--- src/rtl/alu_sequencer_pkg.sv ---
// Shared ALU definitions: command encodings used by both the ALU and the
// sequencer, the sequencer state type, and response FIFO sizing.
package alu_sequencer_pkg;

    // ALU command encodings; the ALU decodes exactly these values.
    typedef enum logic [2:0] {
        ALU_ADD  = 3'd0,
        ALU_SUB  = 3'd1,
        ALU_XOR  = 3'd2,
        ALU_SLT  = 3'd3,
        ALU_AND  = 3'd4,
        ALU_NAND = 3'd5,
        ALU_NOR  = 3'd6,
        ALU_OR   = 3'd7
    } alu_cmd_e;

    typedef enum logic {
        ST_IDLE = 1'b0,
        ST_EXEC = 1'b1
    } seq_state_e;

    localparam int          FIFO_DEPTH   = 2;
    localparam logic [1:0]  FIFO_FULL    = 2'd2;
    localparam logic [15:0] OP_COUNT_MAX = 16'hFFFF;

endpackage

--- src/rtl/alu_rsp_fifo.sv ---
// Two-entry response FIFO with show-ahead output.
// Ports:
//   clk, reset_n        - clock, asynchronous active-low reset
//   push, push_data     - write one entry (ignored when full and not popping)
//   pop                 - drop the oldest entry (ignored when empty)
//   pop_data            - oldest entry, valid whenever count != 0
//   count               - number of stored entries (0..2)
module alu_rsp_fifo
    import alu_sequencer_pkg::*;
#(
    parameter int width = 35
) (
    input  logic             clk,
    input  logic             reset_n,
    input  logic             push,
    input  logic [width-1:0] push_data,
    input  logic             pop,
    output logic [width-1:0] pop_data,
    output logic [1:0]       count
);

    logic             wr_ptr_reg;
    logic             rd_ptr_reg;
    logic [1:0]       count_reg;
    logic [width-1:0] mem_reg [FIFO_DEPTH];
    logic             do_push;
    logic             do_pop;

    // A pop in the same cycle frees a slot, so a full FIFO may still take a push.
    always_comb begin
        do_pop  = pop && (count_reg != 2'd0);
        do_push = push && ((count_reg != FIFO_FULL) || do_pop);
    end

    // Entries are reset to zero so the response data reads as zero after reset.
    always_ff @(posedge clk or negedge reset_n) begin
        if (!reset_n) begin
            for (int i = 0; i < FIFO_DEPTH; i++) begin
                mem_reg[i] <= '0;
            end
        end else if (do_push) begin
            mem_reg[wr_ptr_reg] <= push_data;
        end
    end

    // One-bit pointers wrap modulo 2 by construction.
    always_ff @(posedge clk or negedge reset_n) begin
        if (!reset_n) begin
            wr_ptr_reg <= 1'b0;
            rd_ptr_reg <= 1'b0;
            count_reg  <= 2'd0;
        end else begin
            if (do_push) begin
                wr_ptr_reg <= wr_ptr_reg + 1'b1;
            end
            if (do_pop) begin
                rd_ptr_reg <= rd_ptr_reg + 1'b1;
            end
            if (do_push && !do_pop) begin
                count_reg <= count_reg + 2'd1;
            end else if (do_pop && !do_push) begin
                count_reg <= count_reg - 2'd1;
            end
        end
    end

    assign pop_data = mem_reg[rd_ptr_reg];
    assign count    = count_reg;

endmodule

--- src/rtl/alu_sequencer.sv ---
// Sequencer that feeds an external combinational ALU one operation at a time
// and buffers results in a two-entry response FIFO.
// Ports:
//   clk, reset_n                       - clock, asynchronous active-low reset
//   req_valid/req_ready                - request handshake
//   req_cmd, req_a, req_b              - ALU command and operands
//   alu_operandA/B, alu_command        - registered drive to the ALU
//   alu_result, alu_carryout/zero/overflow - ALU outputs, sampled in EXEC
//   rsp_valid/rsp_ready                - response handshake
//   rsp_result, rsp_carryout/zero/overflow - oldest buffered response
//   op_count                           - completed operations, saturating
module alu_sequencer
    import alu_sequencer_pkg::*;
#(
    parameter int width = 32
) (
    input  logic             clk,
    input  logic             reset_n,
    input  logic             req_valid,
    output logic             req_ready,
    input  logic [2:0]       req_cmd,
    input  logic [width-1:0] req_a,
    input  logic [width-1:0] req_b,
    output logic [width-1:0] alu_operandA,
    output logic [width-1:0] alu_operandB,
    output logic [2:0]       alu_command,
    input  logic [width-1:0] alu_result,
    input  logic             alu_carryout,
    input  logic             alu_zero,
    input  logic             alu_overflow,
    output logic             rsp_valid,
    input  logic             rsp_ready,
    output logic [width-1:0] rsp_result,
    output logic             rsp_carryout,
    output logic             rsp_zero,
    output logic             rsp_overflow,
    output logic [15:0]      op_count
);

    seq_state_e       state_reg;
    seq_state_e       state_next;
    alu_cmd_e         cmd_reg;
    logic [width-1:0] a_reg;
    logic [width-1:0] b_reg;
    logic [15:0]      op_count_reg;
    logic             accept;
    logic             push;
    logic             pop;
    logic [1:0]       fifo_count;
    logic [width+2:0] fifo_wdata;
    logic [width+2:0] fifo_rdata;

    always_comb begin
        state_next = state_reg;
        accept     = 1'b0;
        push       = 1'b0;
        // New work only while idle and the FIFO can absorb the result.
        req_ready  = (state_reg == ST_IDLE) && (fifo_count != FIFO_FULL);
        case (state_reg)
            ST_IDLE: begin
                if (req_valid && req_ready) begin
                    accept     = 1'b1;
                    state_next = ST_EXEC;
                end
            end
            ST_EXEC: begin
                // The ALU has had a full cycle on the registered operands.
                push       = 1'b1;
                state_next = ST_IDLE;
            end
            default: state_next = ST_IDLE;
        endcase
    end

    always_ff @(posedge clk or negedge reset_n) begin
        if (!reset_n) begin
            state_reg <= ST_IDLE;
            cmd_reg   <= ALU_ADD;
            a_reg     <= '0;
            b_reg     <= '0;
        end else begin
            state_reg <= state_next;
            if (accept) begin
                cmd_reg <= alu_cmd_e'(req_cmd);
                a_reg   <= req_a;
                b_reg   <= req_b;
            end
        end
    end

    always_ff @(posedge clk or negedge reset_n) begin
        if (!reset_n) begin
            op_count_reg <= 16'd0;
        end else if (push && (op_count_reg != OP_COUNT_MAX)) begin
            op_count_reg <= op_count_reg + 16'd1;
        end
    end

    assign alu_operandA = a_reg;
    assign alu_operandB = b_reg;
    assign alu_command  = cmd_reg;
    assign op_count     = op_count_reg;

    assign fifo_wdata = {alu_carryout, alu_zero, alu_overflow, alu_result};
    assign pop        = rsp_valid && rsp_ready;

    alu_rsp_fifo #(
        .width(width + 3)
    ) u_rsp_fifo (
        .clk      (clk),
        .reset_n  (reset_n),
        .push     (push),
        .push_data(fifo_wdata),
        .pop      (pop),
        .pop_data (fifo_rdata),
        .count    (fifo_count)
    );

    assign rsp_valid    = (fifo_count != 2'd0);
    assign rsp_carryout = fifo_rdata[width+2];
    assign rsp_zero     = fifo_rdata[width+1];
    assign rsp_overflow = fifo_rdata[width];
    assign rsp_result   = fifo_rdata[width-1:0];

endmodule

--- config.mk ---
export PLATFORM = sky130hd
export DESIGN_NAME = alu_sequencer
export DESIGN_NICKNAME = d
export VERILOG_FILES = /design/src/rtl/alu_sequencer_pkg.sv /design/src/rtl/alu_rsp_fifo.sv /design/src/rtl/alu_sequencer.sv
export SDC_FILE = /design/constraint.sdc
export NUM_CORES = 1
export LEC_CHECK = 0
export ABC_AREA = 0
export CAP_MARGIN = 20
export CORE_MARGIN = 5
export CORE_UTILIZATION = 40
export DETAILED_ROUTE_END_ITERATION = 12
export HOLD_SLACK_MARGIN = 0.1
export PLACE_DENSITY = 0.72
export SLEW_MARGIN = 20
export SYNTH_ARGS = -nofsm -noshare
export SYNTH_HDL_FRONTEND = slang
export SYNTH_SLANG_ARGS = --single-unit
--- constraint.sdc ---
create_clock -name clk -period 2.9 [get_ports clk]
set_input_delay 0.58 -clock clk [delete_from_list [all_inputs] [get_ports clk]]
set_output_delay 0.58 -clock clk [all_outputs]
set_load 0.01 [all_outputs]
==> results of run 1 <==
-- cell usage after synthesis, drive strengths merged --
cell type	instances	area, sq um
ha	2	25.0
nand3b	2	15.0
nor2b	1	13.8
and2	2	15.0
nor3	2	10.0
or2	2	12.5
clkbuf	1	3.75
o21ai	1	8.76
nor2	5	21.3
a21oi	8	40.0
inv	3	11.3
a211oi	2	15.0
buf	17	153
nand2	8	32.5
nand2b	1	13.8
nor4	1	21.3
nand3	4	20.0
dfrtp	158	3950
xnor2	8	70.1
mux2	174	2030
o31ai	1	7.51
a41oi	1	8.76
mux2i	1	10.0
or3	1	6.26
and4b	1	10.0
and3	2	12.5
nand4	5	31.3
a31oi	2	12.5
a21bo	1	10.0
xor2	7	61.3
-- final cells by class --
type / instances / area share
clock buffers: 23 / 0.0481
clock inverters: 6 / 0.00901
inverters: 3 / 0.00116
multi-input cells: 245 / 0.261
flip-flops and latches: 158 / 0.407
well taps: 220 / 0.0283
repair buffers: 234 / 0.245
-- power by group --
| part | leakage (uW) | switching (uW) | internal, uW |
|---|---|---|---|
| sequential | 0.00189 | 618 | 3270 |
| combinational | 0.00190 | 1820 | 3220 |
| clock | 0.000273 | 837 | 1300 |
| total | 0.00406 | 3280 | 7790 |
-- stage by stage --
step	total power, uW	hold WS, ns	util	worst slack, ns	instances
floorplan	6480	0.284	-	1.11	424
global placement	8880	0.468	0.557	0.526	860
detailed placement	9030	0.489	0.557	0.488	860
CTS	11200	0.208	0.590	0.267	889
global route	11700	0.214	0.590	0.215	889
finish	11100	0.162	0.590	0.326	889
-- cells by family after synthesis --
logic type	Yosys count	synth area share
mux	175	0.307
buf+inv	21	0.0252
xor+xnor	15	0.0197
simple gates	37	0.0353
flops	158	0.594
fa+ha+maj	2	0.00376
compound gates	16	0.0154
-- metal layers --
layer,vias to the layer above,share of wire
met3,21,0.085
met5,-,0
li1,1980,-
met1,2166,0.40
met4,0,0.017
met2,168,0.50
-- cells in the final DEF (no fill, tap or decap), types with 2 or more instances in the layout --
cell	count
clkdlybuf4s50_1	224
dfrtp_1	158
mux2_2	154
mux2_4	19
clkbuf_16	17
xnor2_1	8
a21oi_1	8
nand2_1	7
xor2_1	7
nand4_1	5
buf_12	5
nand3_1	4
nor2_1	4
clkbuf_1	4
buf_4	4
inv_1	3
or2_2	2
nor3_1	2
nand3b_1	2
and3_1	2
a31oi_1	2
a211oi_1	2
ha_1	2
clkbuf_8	2
bufinv_16	2
clkinv_2	2
clkinv_4	2
-- worst max path at each step --
stage | end | startpoint | slack [ns]
after CTS | rsp_result[29] | u_rsp_fifo.rd_ptr_reg | 0.27
after floorplan | rsp_overflow | u_rsp_fifo.rd_ptr_reg | 1.11
after detailed placement | u_rsp_fifo.mem_reg[12] | rsp_ready | 0.49
after global routing | rsp_result[29] | u_rsp_fifo.rd_ptr_reg | 0.22
after global placement | u_rsp_fifo.mem_reg[10] | rsp_ready | 0.53
final | rsp_result[29] | u_rsp_fifo.rd_ptr_reg | 0.33
==> results.yml, run 1 <==
timing:
  tns_ns: 0
  worst_pin_slew_ns: 0.674
  rsz0062_at_grt: "false"
  finClkSkew_ns: 0.00685
  hold_violations: 0
  setup_viol: 0
  fmax_mhz: 388
  max-slew-margin-rel: 0.551
  fin_crit_ns: 2.57
  period_share: 0.888
  drv_slew: 0
detailed_routing:
  vias: 4335
  drt_iter0_markers: 188
  drt_drc_violations_left: 0
  drt_wl_total_um: 16000
  wl_per_cell_um: 17.9
  dr.pass1.iters: 4
  viasPerCell: 4.88
  final_antenna_net_count: 0
placement:
  gp_congestion: 0.806
  dp_hpwl_um: 11400
  dpl_cell_area_sq_um: 9160
  port_buffers: 225
die:
  rows: 47
  die_x_um: 139
  die-area_sq_um: 19300
  die_h_um: 139
  core_sq_um: 16500
  io_pins: 226
  start_util: 0.404
critical_path:
  crit_path_end_kind: "output pin"
  worstRegToRegCells: 6
  timing.critical_path.buf_inv: 2
  crit_family: "buffers and inverters"
  crit_cells: 3
  rrSetupSlack_ns: 0.99
  start_kind: "flop"
  required_ns: 2.32
  max_stage_delay_ns: 0.51
  critical_path_peak_fanout: 22
  worstReg2RegEnd: "u_rsp_fifo.mem_reg[6]"
  crit_slowest_cell: "clkdlybuf4s50_1"
  r2r_start: "u_rsp_fifo.count[0]"
  cp.arrival_ns: 1.99
  crit_chain: "buf_4, mux2_2, clkdlybuf4s50_1"
  worstSetupPathType: "flop to output pin"
cells_and_area:
  fillCellCount: 1302
  multi_input_area_sq_um: 2540
  regArea_sq_um: 3950
  syn2layout_area_growth_pct: 46.0
  antenna_cells: 0
  fin_nets: 767
  design_area_sq_um: 9720
  drive_gt1_frac: 0.326
  largest_reg_flops: 70
flow_run:
  maxCapViolCount: 0
synthesis:
  synth-seq-cells: 158
  avgSynthCellArea_sq_um: 15.7
  synth_cells: 424
  syn-num-nets: 532
  synth-seq-area-share: 0.594
  synth_area_sq_um: 6660
  synth_cell_types: 38
  synth_warnings: 0
cts:
  clk_latency_ns: 0.41
  cts_buffer_depth: 2
  cts_tree: "done"
  clk_pin_slew_worst_paths_ns: 0.06
  cts_hold_buf: 0
  ctsResizeCount: 0
  cts_htree_levels: 4
  clkSinkCount: 158
  post_cts_buffers: 0
  cts_buffers: 17
  cts-root-buf: "clkbuf_16"
global_route:
  use_met3: 0.0734
  grt-busiest-layer: "met2"
  grt_pass1_wl_um: 26200
  grt_pass1_vias: 5070
  grt-ovfl-total: 0
  met1_usage: 0.197
  use_met2: 0.282
  antenna_found_initial: 0
  grt.total_usage: 0.168
  grt_max_degree: 72
outcome:
  status: "finished clean"
pwr:
  ir_worst_vdd_mv: 0.552
  p_per_area_nw_per_um2: 1140
  p_leak_uw: 0.00406
min_path:
  hold_path_class: "input pin to async pin"
Power figures use the tool's default switching activity.
==> inputs of run 2 (changes only) <==
clock period = 2.6 ns   (was 2.9 ns; I/O delays follow)
==> run 2 against run 1 <==
Via count up 0.95%. Sequential cell count unchanged. Critical endpoint unchanged. Count of clock-buffer cells in the layout down 4. Global-route usage about the same. Core utilization up 0.98 points. Final area up 1.7%. Combinational power up 11%. Total power up 16%. Largest cell class unchanged. Clock power up 37%. Routed wire length about the same. Highest routed layer unchanged.
==> results.yml, run 2 (synthesis gave the netlist of run 1 again) <==
detailed_routing:
  dr.pass1.iters: 4
  wl_per_cell_um: 17.8
  vias: 4376
  final_antenna_net_count: 0
  drt_iter0_markers: 202
  drt_wl_total_um: 16000
  drt_drc_violations_left: 0
  viasPerCell: 4.89
cts:
  cts_htree_levels: 4
  clk_pin_slew_worst_paths_ns: 0.06
  cts-root-buf: "clkbuf_16"
  clk_latency_ns: 0.41
  cts_buffer_depth: 2
  post_cts_buffers: 0
  clkSinkCount: 158
  cts_tree: "done"
  cts_buffers: 17
critical_path:
  required_ns: 2.08
  cp.arrival_ns: 1.97
  worstSetupPathType: "flop to output pin"
  critical_path_peak_fanout: 23
  crit_path_end_kind: "output pin"
  start_kind: "flop"
cells_and_area:
  post-route-util: 0.600
  drive_gt1_frac: 0.335
  largest_reg_flops: 70
  final_cell_mix: "clkdlybuf4s50_1, dfrtp_1, mux2_2"
  antenna_cells: 0
  syn2layout_area_growth_pct: 48.4
  fin_nets: 770
  layout_commonest_cell: "clkdlybuf4s50_1"
  fillCellCount: 1287
die:
  core_sq_um: 16500
  start_util: 0.404
  die-area_sq_um: 19300
  die_x_um: 139
  io_pins: 226
  die_h_um: 139
  rows: 47
global_route:
  grt_pass1_vias: 5022
  antenna_found_initial: 0
  grt-ovfl-total: 0
  grt_max_degree: 46
  grt_pass1_wl_um: 26300
  grt.total_usage: 0.168
timing:
  rsz0062_at_grt: "false"
  finClkSkew_ns: 0.00992
  max-slew-margin-rel: 0.634
  drv_slew: 0
  hold_violations: 0
  period_share: 0.959
  setup_viol: 0
  worst_pin_slew_ns: 0.545
  tns_ns: 0
  fmax_mhz: 401
  fin_crit_ns: 2.49
placement:
  port_buffers: 225
  gp_congestion: 0.802
  dp_hpwl_um: 11400
outcome:
  status: "finished clean"
pwr:
  p_per_area_nw_per_um2: 1300
  ir_worst_vdd_mv: 0.718
  p_leak_uw: 0.00414
min_path:
  hold_path_class: "flop to flop"
flow_run:
  maxCapViolCount: 0
-- run 2: cell count changes in the layout (fill, tap and decap cells not counted), sizes merged --
cell         before  now
clkinv            4    5
clkbuf           23   19
dlygate4sd3       0    1
clkinvlp          0    1
buf              10   12
bufinv            2    7
-- run 2: power by group --
group / total [uW] / switching [uW] / leakage (uW) / internal (uW)
logic: 5630 / 2040 / 0.00191 / 3590
clock network: 2930 / 999 / 0.000338 / 1930
registers: 4330 / 678 / 0.00189 / 3650
total: 12900 / 3720 / 0.00414 / 9180
-- run 2: stage by stage --
| stage | hold WS [ns] | power (uW) | setup WS [ns] | instances | area (sq um) |
|---|---|---|---|---|---|
| final | 0.501 | 12900 | 0.105 | 895 | 9880 |
| after global routing | 0.513 | 13700 | 0.0117 | 895 | 9880 |
| after CTS | 0.504 | 13100 | 0.0567 | 895 | 9880 |
| after detailed placement | 0.480 | 10100 | 0.425 | 862 | 9170 |
| after global placement | 0.469 | 9900 | 0.455 | 862 | 9170 |
| after floorplan | 0.224 | 7230 | 0.868 | 424 | 6660 |
-- run 2: worst paths after layout --
| kind | start | endpoint | slack (ns) | cells past startpoint |
|---|---|---|---|---|
| worst max-delay path | u_rsp_fifo.rd_ptr_reg | rsp_result[29] | 0.11 | 3 |
| worst min-delay path | u_rsp_fifo.mem_reg[60] | u_rsp_fifo.mem_reg[60] | 0.50 | 1 |
| worst max register to register | op_count[3] | op_count[1] | 0.77 | 4 |
| worst min register to register | u_rsp_fifo.mem_reg[60] | u_rsp_fifo.mem_reg[60] | 0.50 | 1 |
| max in group asynchronous | reset_n | alu_operandA[27] | 1.28 | 3 |
| min in group asynchronous | reset_n | u_rsp_fifo.rd_ptr_reg | 0.61 | 2 |
-- run 2: repair_timing --
action                                 4_1_cts  5_1_grt
hold buffers                                 1        0
endpoints found under the hold margin       40        0
gates resized for setup                      0        0
-- run 2: area by class of cell --
cell class,instances,area [sq um],area share
Clock buffer,19,443,0.0448
Clock inverter,13,262,0.0265
Inverter,3,11.3,0.00114
Multi-Input combinational cell,245,2540,0.257
Sequential cell,158,3950,0.400
Tap cell,220,275,0.0279
Timing Repair Buffer,237,2400,0.242
-- run 2: worst max-delay path, stage by stage, from the launching register on --
cell,delay (ns)
dfrtp_1,0.35
buf_4,0.33
mux2_2,0.38
clkdlybuf4s50_1,0.50
-- run 2: layer usage --
layer | wire length, um | GRT usage | part of all wire
met4 | 257 | 0.0515 | 0.016
met1 | 6450 | 0.199 | 0.40
met5 | 0 | 0 | 0
met2 | 7860 | 0.281 | 0.49
met3 | 1390 | 0.0710 | 0.087
